`src/rtl/scratchpad_dma_engine_if.sv`:
```
// Command, memory and scratchpad signals of the scratchpad DMA engine.
// master = engine side, slave = command/memory/scratchpad side.
interface scratchpad_dma_engine_if #(
   parameter int DATA_WIDTH = 256,
   parameter int ADDR_WIDTH = 14
);
   logic                  cmd_valid;
   logic                  cmd_ready;
   logic                  cmd_dir;
   logic [31:0]           cmd_ext_addr;
   logic [ADDR_WIDTH-1:0] cmd_spad_addr;
   logic [15:0]           cmd_len;

   logic                  mem_req_valid;
   logic                  mem_req_ready;
   logic                  mem_req_we;
   logic [31:0]           mem_req_addr;
   logic [DATA_WIDTH-1:0] mem_req_wdata;
   logic                  mem_rsp_valid;
   logic                  mem_rsp_ready;
   logic [DATA_WIDTH-1:0] mem_rsp_rdata;

   logic                  dma_rd_en;
   logic [ADDR_WIDTH-1:0] dma_rd_addr;
   logic [DATA_WIDTH-1:0] dma_rd_data;
   logic                  dma_rd_valid;
   logic                  dma_wr_en;
   logic [ADDR_WIDTH-1:0] dma_wr_addr;
   logic [DATA_WIDTH-1:0] dma_wr_data;
   logic                  dma_wr_ready;

   logic                  busy;
   logic                  done;

   modport master (
      input  cmd_valid, cmd_dir, cmd_ext_addr, cmd_spad_addr, cmd_len,
      input  mem_req_ready, mem_rsp_valid, mem_rsp_rdata,
      input  dma_rd_data, dma_rd_valid, dma_wr_ready,
      output cmd_ready,
      output mem_req_valid, mem_req_we, mem_req_addr, mem_req_wdata,
      output mem_rsp_ready,
      output dma_rd_en, dma_rd_addr, dma_wr_en, dma_wr_addr, dma_wr_data,
      output busy, done
   );

   modport slave (
      output cmd_valid, cmd_dir, cmd_ext_addr, cmd_spad_addr, cmd_len,
      output mem_req_ready, mem_rsp_valid, mem_rsp_rdata,
      output dma_rd_data, dma_rd_valid, dma_wr_ready,
      input  cmd_ready,
      input  mem_req_valid, mem_req_we, mem_req_addr, mem_req_wdata,
      input  mem_rsp_ready,
      input  dma_rd_en, dma_rd_addr, dma_wr_en, dma_wr_addr, dma_wr_data,
      input  busy, done
   );
endinterface

```
`src/rtl/scratchpad_dma_engine.sv`:
```
// Scratchpad DMA engine: pipelined loads (mem->spad) with bounded
// outstanding reads, and one-beat-at-a-time stores (spad->mem).
module scratchpad_dma_engine #(
   parameter int DATA_WIDTH      = 256,
   parameter int ADDR_WIDTH      = 14,
   parameter int MAX_OUTSTANDING = 4
) (
   input logic clk,
   input logic rst_n,
   scratchpad_dma_engine_if.master bus
);
   localparam int OW = $clog2(MAX_OUTSTANDING + 1);
   localparam logic [31:0]   BEAT_BYTES = 32'(DATA_WIDTH / 8);
   localparam logic [OW-1:0] MAX_OUT    = OW'(MAX_OUTSTANDING);

   typedef enum logic [2:0] {
      IDLE, LOAD, ST_RD, ST_CAP, ST_WR, FIN
   } state_t;

   state_t                state;
   logic [31:0]           ext_addr;
   logic [ADDR_WIDTH-1:0] spad_addr;
   logic [ADDR_WIDTH-1:0] wr_addr;
   logic [15:0]           req_left;
   logic [15:0]           rsp_left;
   logic [OW-1:0]         outstanding;
   logic [DATA_WIDTH-1:0] hold;
   logic                  cmd_ready_q;
   logic                  busy_q;
   logic                  done_q;
   logic                  rd_en_q;

   logic req_valid;
   logic req_we;
   logic rsp_ready;
   logic req_hs;
   logic rsp_hs;
   logic in_load;

   // Memory-side handshake qualifiers decoded from the current state.
   always_comb begin
      req_valid = 1'b0;
      req_we    = 1'b0;
      rsp_ready = 1'b0;
      unique case (state)
         LOAD: begin
            req_valid = (req_left != 16'd0) && (outstanding < MAX_OUT);
            rsp_ready = bus.dma_wr_ready;
         end
         ST_WR: begin
            req_valid = 1'b1;
            req_we    = 1'b1;
         end
         default: ;
      endcase
   end

   assign req_hs  = req_valid & bus.mem_req_ready;
   assign rsp_hs  = bus.mem_rsp_valid & rsp_ready;
   assign in_load = (state == LOAD);

   // Control FSM with address/beat bookkeeping and registered strobes.
   always_ff @(posedge clk or negedge rst_n) begin
      if (!rst_n) begin
         state       <= IDLE;
         ext_addr    <= '0;
         spad_addr   <= '0;
         wr_addr     <= '0;
         req_left    <= '0;
         rsp_left    <= '0;
         outstanding <= '0;
         hold        <= '0;
         cmd_ready_q <= 1'b1;
         busy_q      <= 1'b0;
         done_q      <= 1'b0;
         rd_en_q     <= 1'b0;
      end else begin
         done_q  <= 1'b0;
         rd_en_q <= 1'b0;
         unique case (state)
            IDLE: begin
               if (bus.cmd_valid) begin
                  ext_addr    <= bus.cmd_ext_addr;
                  spad_addr   <= bus.cmd_spad_addr;
                  wr_addr     <= bus.cmd_spad_addr;
                  req_left    <= bus.cmd_len;
                  rsp_left    <= bus.cmd_len;
                  outstanding <= '0;
                  cmd_ready_q <= 1'b0;
                  busy_q      <= 1'b1;
                  if (bus.cmd_len == 16'd0) begin
                     state  <= FIN;
                     done_q <= 1'b1;
                  end else if (bus.cmd_dir) begin
                     state   <= ST_RD;
                     rd_en_q <= 1'b1;
                  end else begin
                     state <= LOAD;
                  end
               end
            end
            LOAD: begin
               if (req_hs) begin
                  ext_addr <= ext_addr + BEAT_BYTES;
                  req_left <= req_left - 1'b1;
               end
               if (req_hs && !rsp_hs)
                  outstanding <= outstanding + 1'b1;
               else if (!req_hs && rsp_hs)
                  outstanding <= outstanding - 1'b1;
               if (rsp_hs) begin
                  wr_addr  <= wr_addr + 1'b1;
                  rsp_left <= rsp_left - 1'b1;
                  if (rsp_left == 16'd1) begin
                     state  <= FIN;
                     done_q <= 1'b1;
                  end
               end
            end
            ST_RD: begin
               state <= ST_CAP;
            end
            ST_CAP: begin
               if (bus.dma_rd_valid) begin
                  hold  <= bus.dma_rd_data;
                  state <= ST_WR;
               end
            end
            ST_WR: begin
               if (bus.mem_req_ready) begin
                  ext_addr  <= ext_addr + BEAT_BYTES;
                  spad_addr <= spad_addr + 1'b1;
                  req_left  <= req_left - 1'b1;
                  if (req_left == 16'd1) begin
                     state  <= FIN;
                     done_q <= 1'b1;
                  end else begin
                     state   <= ST_RD;
                     rd_en_q <= 1'b1;
                  end
               end
            end
            FIN: begin
               state       <= IDLE;
               cmd_ready_q <= 1'b1;
               busy_q      <= 1'b0;
            end
            default: state <= IDLE;
         endcase
      end
   end

   assign bus.cmd_ready     = cmd_ready_q;
   assign bus.busy          = busy_q;
   assign bus.done          = done_q;
   assign bus.mem_req_valid = req_valid;
   assign bus.mem_req_we    = req_we;
   assign bus.mem_req_addr  = ext_addr;
   assign bus.mem_req_wdata = hold;
   assign bus.mem_rsp_ready = rsp_ready;
   assign bus.dma_rd_en     = rd_en_q;
   assign bus.dma_rd_addr   = spad_addr;
   assign bus.dma_wr_en     = in_load & bus.mem_rsp_valid & bus.dma_wr_ready;
   assign bus.dma_wr_addr   = wr_addr;
   assign bus.dma_wr_data   = in_load ? bus.mem_rsp_rdata : '0;
endmodule

```
`src/flat_wrapper.sv`:
```
// flat-port wrapper written by rule: the top's interface ports become plain ports
module scratchpad_dma_engine_flat 
#(
   parameter int DATA_WIDTH      = 256,
   parameter int ADDR_WIDTH      = 14,
   parameter int MAX_OUTSTANDING = 4
)
  (clk, rst_n, bus_cmd_valid, bus_cmd_dir, bus_cmd_ext_addr, bus_cmd_spad_addr, bus_cmd_len, bus_mem_req_ready, bus_mem_rsp_valid, bus_mem_rsp_rdata, bus_dma_rd_data, bus_dma_rd_valid, bus_dma_wr_ready, bus_cmd_ready, bus_mem_req_valid, bus_mem_req_we, bus_mem_req_addr, bus_mem_req_wdata, bus_mem_rsp_ready, bus_dma_rd_en, bus_dma_rd_addr, bus_dma_wr_en, bus_dma_wr_addr, bus_dma_wr_data, bus_busy, bus_done);
  scratchpad_dma_engine_if #(.DATA_WIDTH(DATA_WIDTH), .ADDR_WIDTH(ADDR_WIDTH)) bus_i ();
  input logic clk;
  input logic rst_n;
  input wire logic [$bits(bus_i.cmd_valid)-1:0] bus_cmd_valid;
  input wire logic [$bits(bus_i.cmd_dir)-1:0] bus_cmd_dir;
  input wire logic [$bits(bus_i.cmd_ext_addr)-1:0] bus_cmd_ext_addr;
  input wire logic [$bits(bus_i.cmd_spad_addr)-1:0] bus_cmd_spad_addr;
  input wire logic [$bits(bus_i.cmd_len)-1:0] bus_cmd_len;
  input wire logic [$bits(bus_i.mem_req_ready)-1:0] bus_mem_req_ready;
  input wire logic [$bits(bus_i.mem_rsp_valid)-1:0] bus_mem_rsp_valid;
  input wire logic [$bits(bus_i.mem_rsp_rdata)-1:0] bus_mem_rsp_rdata;
  input wire logic [$bits(bus_i.dma_rd_data)-1:0] bus_dma_rd_data;
  input wire logic [$bits(bus_i.dma_rd_valid)-1:0] bus_dma_rd_valid;
  input wire logic [$bits(bus_i.dma_wr_ready)-1:0] bus_dma_wr_ready;
  output wire logic [$bits(bus_i.cmd_ready)-1:0] bus_cmd_ready;
  output wire logic [$bits(bus_i.mem_req_valid)-1:0] bus_mem_req_valid;
  output wire logic [$bits(bus_i.mem_req_we)-1:0] bus_mem_req_we;
  output wire logic [$bits(bus_i.mem_req_addr)-1:0] bus_mem_req_addr;
  output wire logic [$bits(bus_i.mem_req_wdata)-1:0] bus_mem_req_wdata;
  output wire logic [$bits(bus_i.mem_rsp_ready)-1:0] bus_mem_rsp_ready;
  output wire logic [$bits(bus_i.dma_rd_en)-1:0] bus_dma_rd_en;
  output wire logic [$bits(bus_i.dma_rd_addr)-1:0] bus_dma_rd_addr;
  output wire logic [$bits(bus_i.dma_wr_en)-1:0] bus_dma_wr_en;
  output wire logic [$bits(bus_i.dma_wr_addr)-1:0] bus_dma_wr_addr;
  output wire logic [$bits(bus_i.dma_wr_data)-1:0] bus_dma_wr_data;
  output wire logic [$bits(bus_i.busy)-1:0] bus_busy;
  output wire logic [$bits(bus_i.done)-1:0] bus_done;
  assign bus_i.cmd_valid = bus_cmd_valid;
  assign bus_i.cmd_dir = bus_cmd_dir;
  assign bus_i.cmd_ext_addr = bus_cmd_ext_addr;
  assign bus_i.cmd_spad_addr = bus_cmd_spad_addr;
  assign bus_i.cmd_len = bus_cmd_len;
  assign bus_i.mem_req_ready = bus_mem_req_ready;
  assign bus_i.mem_rsp_valid = bus_mem_rsp_valid;
  assign bus_i.mem_rsp_rdata = bus_mem_rsp_rdata;
  assign bus_i.dma_rd_data = bus_dma_rd_data;
  assign bus_i.dma_rd_valid = bus_dma_rd_valid;
  assign bus_i.dma_wr_ready = bus_dma_wr_ready;
  assign bus_cmd_ready = bus_i.cmd_ready;
  assign bus_mem_req_valid = bus_i.mem_req_valid;
  assign bus_mem_req_we = bus_i.mem_req_we;
  assign bus_mem_req_addr = bus_i.mem_req_addr;
  assign bus_mem_req_wdata = bus_i.mem_req_wdata;
  assign bus_mem_rsp_ready = bus_i.mem_rsp_ready;
  assign bus_dma_rd_en = bus_i.dma_rd_en;
  assign bus_dma_rd_addr = bus_i.dma_rd_addr;
  assign bus_dma_wr_en = bus_i.dma_wr_en;
  assign bus_dma_wr_addr = bus_i.dma_wr_addr;
  assign bus_dma_wr_data = bus_i.dma_wr_data;
  assign bus_busy = bus_i.busy;
  assign bus_done = bus_i.done;
  scratchpad_dma_engine #(.DATA_WIDTH(DATA_WIDTH), .ADDR_WIDTH(ADDR_WIDTH), .MAX_OUTSTANDING(MAX_OUTSTANDING)) u_core (.clk(clk), .rst_n(rst_n), .bus(bus_i));
endmodule
```
`config.mk`:
```
export PLATFORM = sky130hd
export DESIGN_NAME = scratchpad_dma_engine_flat
export DESIGN_NICKNAME = d
export VERILOG_FILES = /design/src/rtl/scratchpad_dma_engine_if.sv /design/src/rtl/scratchpad_dma_engine.sv /design/src/flat_wrapper.sv
export SDC_FILE = /design/constraint.sdc
export NUM_CORES = 1
export LEC_CHECK = 0
export CAP_MARGIN = 20
export CORE_AREA = 2 2 456 458
export CTS_CLUSTER_SIZE = 8
export DETAILED_ROUTE_END_ITERATION = 12
export DIE_AREA = 0 0 458 460
export PLACE_DENSITY = 0.3
export SLEW_MARGIN = 30
export SYNTH_ARGS = -nofsm -noshare
export SYNTH_HDL_FRONTEND = slang
export SYNTH_SLANG_ARGS = --single-unit
```
`constraint.sdc`:
```
create_clock -name clk -period 2.81 [get_ports clk]
set_input_delay 0.562 -clock clk [delete_from_list [all_inputs] [get_ports clk]]
set_output_delay 0.562 -clock clk [all_outputs]
set_load 0.03 [all_outputs]
```
==> results of run 1 <==
cell families (layout without fill, tap and decap cells):
group,count (synthesis),in the layout,synth area share
and+or+nand+nor,518,518,0.168
DFF,358,358,0.516
AOI/OAI and AO/OA,294,295,0.106
muxes,262,262,0.170
buffers and inverters,127,1424,0.0314
adders and majority gates,10,10,0.00764
xor gates and xnor gates,2,2,0.00101
other,0,12,0
per-stage QoR:
stage | setup TNS (ns) | area, um2 | utilization | setup WS [ns]
after global routing | -27.91 | 37800 | 0.184 | -0.176
after CTS | -31.36 | 37400 | 0.182 | -0.184
after detailed placement | -0.0173 | 34100 | 0.166 | -0.0173
after global placement | -0.0725 | 34100 | 0.166 | -0.0725
final | -2.86 | 37800 | 0.184 | -0.0671
after floorplan | -0.0404 | 17400 | - | -0.0404
sequential cells by signal, summed over array words and instances, names as in the netlist, 3 cells and up:
register and count:
u_core.bus.dma_rd_addr 14, u_core.bus.dma_wr_addr 14, u_core.bus.mem_req_addr 32, u_core.bus.mem_req_wdata 256, u_core.outstanding 3, u_core.req_left 16, u_core.rsp_left 16, u_core.state 3
where the power goes:
part / switching (mW) / internal [mW] / leakage (nW)
registers: 1.99 / 7.75 / 4.27
clock network: 2.81 / 3.88 / 0.798
logic: 17.5 / 14.8 / 9.93
total: 22.3 / 26.5 / 15.0
synthesized netlist by cell type, drive strengths merged (7+ instances only):
library cell	n
o21ai	79
or3	8
buf	40
nand2	67
ha	9
o32ai	7
nor4	18
dfrtp	357
a21oi	92
mux2	261
inv	18
nand3	34
a31o	8
o22ai	25
a2bb2oi	9
a22oi	9
clkbuf	68
and2	261
a31oi	11
o2bb2ai	8
nor2	61
nand4	19
and4	7
nor3	17
what timing repair did:
action,CTS,global route
endpoints found under the hold margin,41,0
buffers inserted,24,10
pin swaps,69,34
gates resized for setup,344,56
gates cloned,16,13
hold buffers,1,0
setup endpoints to repair,259,259
cell type report:
| class | count | area [um2] |
|---|---|---|
| fillers | 22700 | 168000 |
| repair buffers | 1323 | 15300 |
| flip-flops and latches | 358 | 8960 |
| multi-input cells | 1087 | 8460 |
| well taps | 2704 | 3380 |
| clock buffers | 72 | 1500 |
| clock inverters | 10 | 145 |
| inverters | 19 | 71.3 |
| diodes | 12 | 30.0 |
critical path, delay by kind of cell, from the launching register on:
| kind | cells | cell delay, ns |
|---|---|---|
| and+or+nand+nor | 2 | 0.39 |
| DFF | 1 | 0.43 |
| buffers and inverters | 5 | 0.79 |
metal layers:
metal  global-route usage  wire length (um)  part of all wire
met1                0.149             57300              0.36
met4               0.0371              3690             0.023
met3               0.0584             14700             0.092
met5                    0               261            0.0016
met2                0.266             83600              0.52
final timing paths:
check / startpoint / to / slack [ns]
setup / recovery: u_core.state[1]$_DFFE_PN0P_ / bus_dma_wr_data[18] / -0.07
hold / removal: u_core.rsp_left[3]$_DFFE_PN0P_ / u_core.rsp_left[3]$_DFFE_PN0P_ / 0.49
setup reg to reg: u_core.req_left[10]$_DFFE_PN0P_ / u_core.outstanding[2]$_DFFE_PN0P_ / 0.12
hold reg to reg: u_core.rsp_left[3]$_DFFE_PN0P_ / u_core.rsp_left[3]$_DFFE_PN0P_ / 0.49
max in group asynchronous: rst_n / u_core.req_left[5]$_DFFE_PN0P_ / 1.39
min in group asynchronous: rst_n / u_core.bus.mem_req_wdata[214]$_DFFE_PN0P_ / 0.50
==> results.md, run 1 <==
- Final setup violation count: 116
- Hold_ws: 0.485 ns
- Synth area leaders: dfrtp_1, mux2_2, and2_1
- Post-layout minimum cycle time: 2.88 ns
- Mapped Nets: 2163
- TritonCTS Buffers: 56
- PnR worst setup slack: -0.0671 ns
- Vias in the first global route: 19300
- Layout cells sized above 1: 0.352
- Synth-to-Final Area Change: 118%
- CTS tree: built
- Std cell rows: 167
- Async SR Flop Fraction: 1.00
- Synth Instances: 1571
- Worst Hold Path Cells: 2
- Element type at the critical path start: register
- Pleak: 15.0 nW
- Initial core utilization: 0.0843
- Endpoints failing hold: 0
- Htree depth: 2
- Initial drt markers: 912
- WS Path Type: reg -> out
- Die Y-Extent: 460 um
- Post-Syn Area: 17400 um2
- CP most frequent cell: buf_12
- Total track usage: 0.144
- Fmax: 348 MHz
- Largest net degree at the start of global routing: 63
- Synth Area per Inst: 11.1 um2
- Final wirelength: 160 mm
- Root Driver: clkbuf_16
- Critical-path cell list: nor3b_4 -> buf_6 -> buf_4 -> buf_12 -> buf_16 -> and2_4 -> buf_12
- Worst slew margin relative to its limit: 0.475
- Top cell type's share of synthesized area: 0.515
- Setup crit end kind: output pin
- Worst EP arrival: 2.32 ns
- Remaining DRCs: 0
- Most common cell after layout, fill and taps aside: clkdlybuf4s50_1
- Final Net Count: 3437
- GPL Wtd Cong: 0.841
- IO Count: 1162
- Post-synth EDFFs: 0
- Die footprint: 211000 um2
- Core box area: 206000 um2
- Post-DP HPWL: 132 mm
- DR vias: 18600
- Crit path required time: 2.25 ns
- Cell with the largest stage delay on the worst path: dfrtp_2
- PwrDens: 1290 nW/um2
- Sequential-to-total area share from yosys stat: 0.516
- Clock Latency Late Sink: 0.68 ns
- Initial antenna violation count: 131
- Clock Sinks: 358
- Synth unique cells: 69
- Worst Hold Class: reg -> reg
- Final Cycle Share: 1.02
- Worst Tran Pin Value: 0.788 ns
- Antenna Nets Post-Route: 0
- Failing checks: setup timing
- Worst ir drop on vdd: 0.583 mV
- First-pass DRT Iterations: 5
- Clock Tree Buf Depth: 3
- I/O Buffers: 1161
- Die width: 458 um
- YS warnings: 0
- Final slew viol count: 0
- Power Total: 48.8 mW
- CP peak stage delay: 0.43 ns
- Unrepaired setup endpoints after global routing: true
- Drt wl/cell: 28.6 um
- Cells after DPL: 5437
- Post-DR vias/cell: 3.32
- Clk slew on worst S/H paths: 0.06 ns
- Clock Skews: 0.0373 ns
- Main synth FF type: dfrtp_1
- R2R cell count: 9
- Seq cells post-synth: 358
- Post-synth top area cell: dfrtp_1
- Outcome: finished, violations left
- Commonest non-fill, non-tap cells in the layout: clkdlybuf4s50_1, dfrtp_1, mux2_2
- Finished Layout Cells: 5585
- GRT Residual Overflow: 0
- Crit path max fanout: 6
- Max_cap viols: 0
- Global-route wire length before repair: 202 mm
(Power assumes the default switching activity.)
==> run 2, diff against run 1 <==
--- a/config.mk
+++ b/config.mk
@@ -5,7 +5,6 @@
 export SDC_FILE = /design/constraint.sdc
 export NUM_CORES = 1
 export LEC_CHECK = 0
-export CAP_MARGIN = 20
 export CORE_AREA = 2 2 456 458
 export CTS_CLUSTER_SIZE = 8
 export DETAILED_ROUTE_END_ITERATION = 12
==> results of run 2 <==
Same layout as run 1: the final DEF is identical, and so are final timing and power.
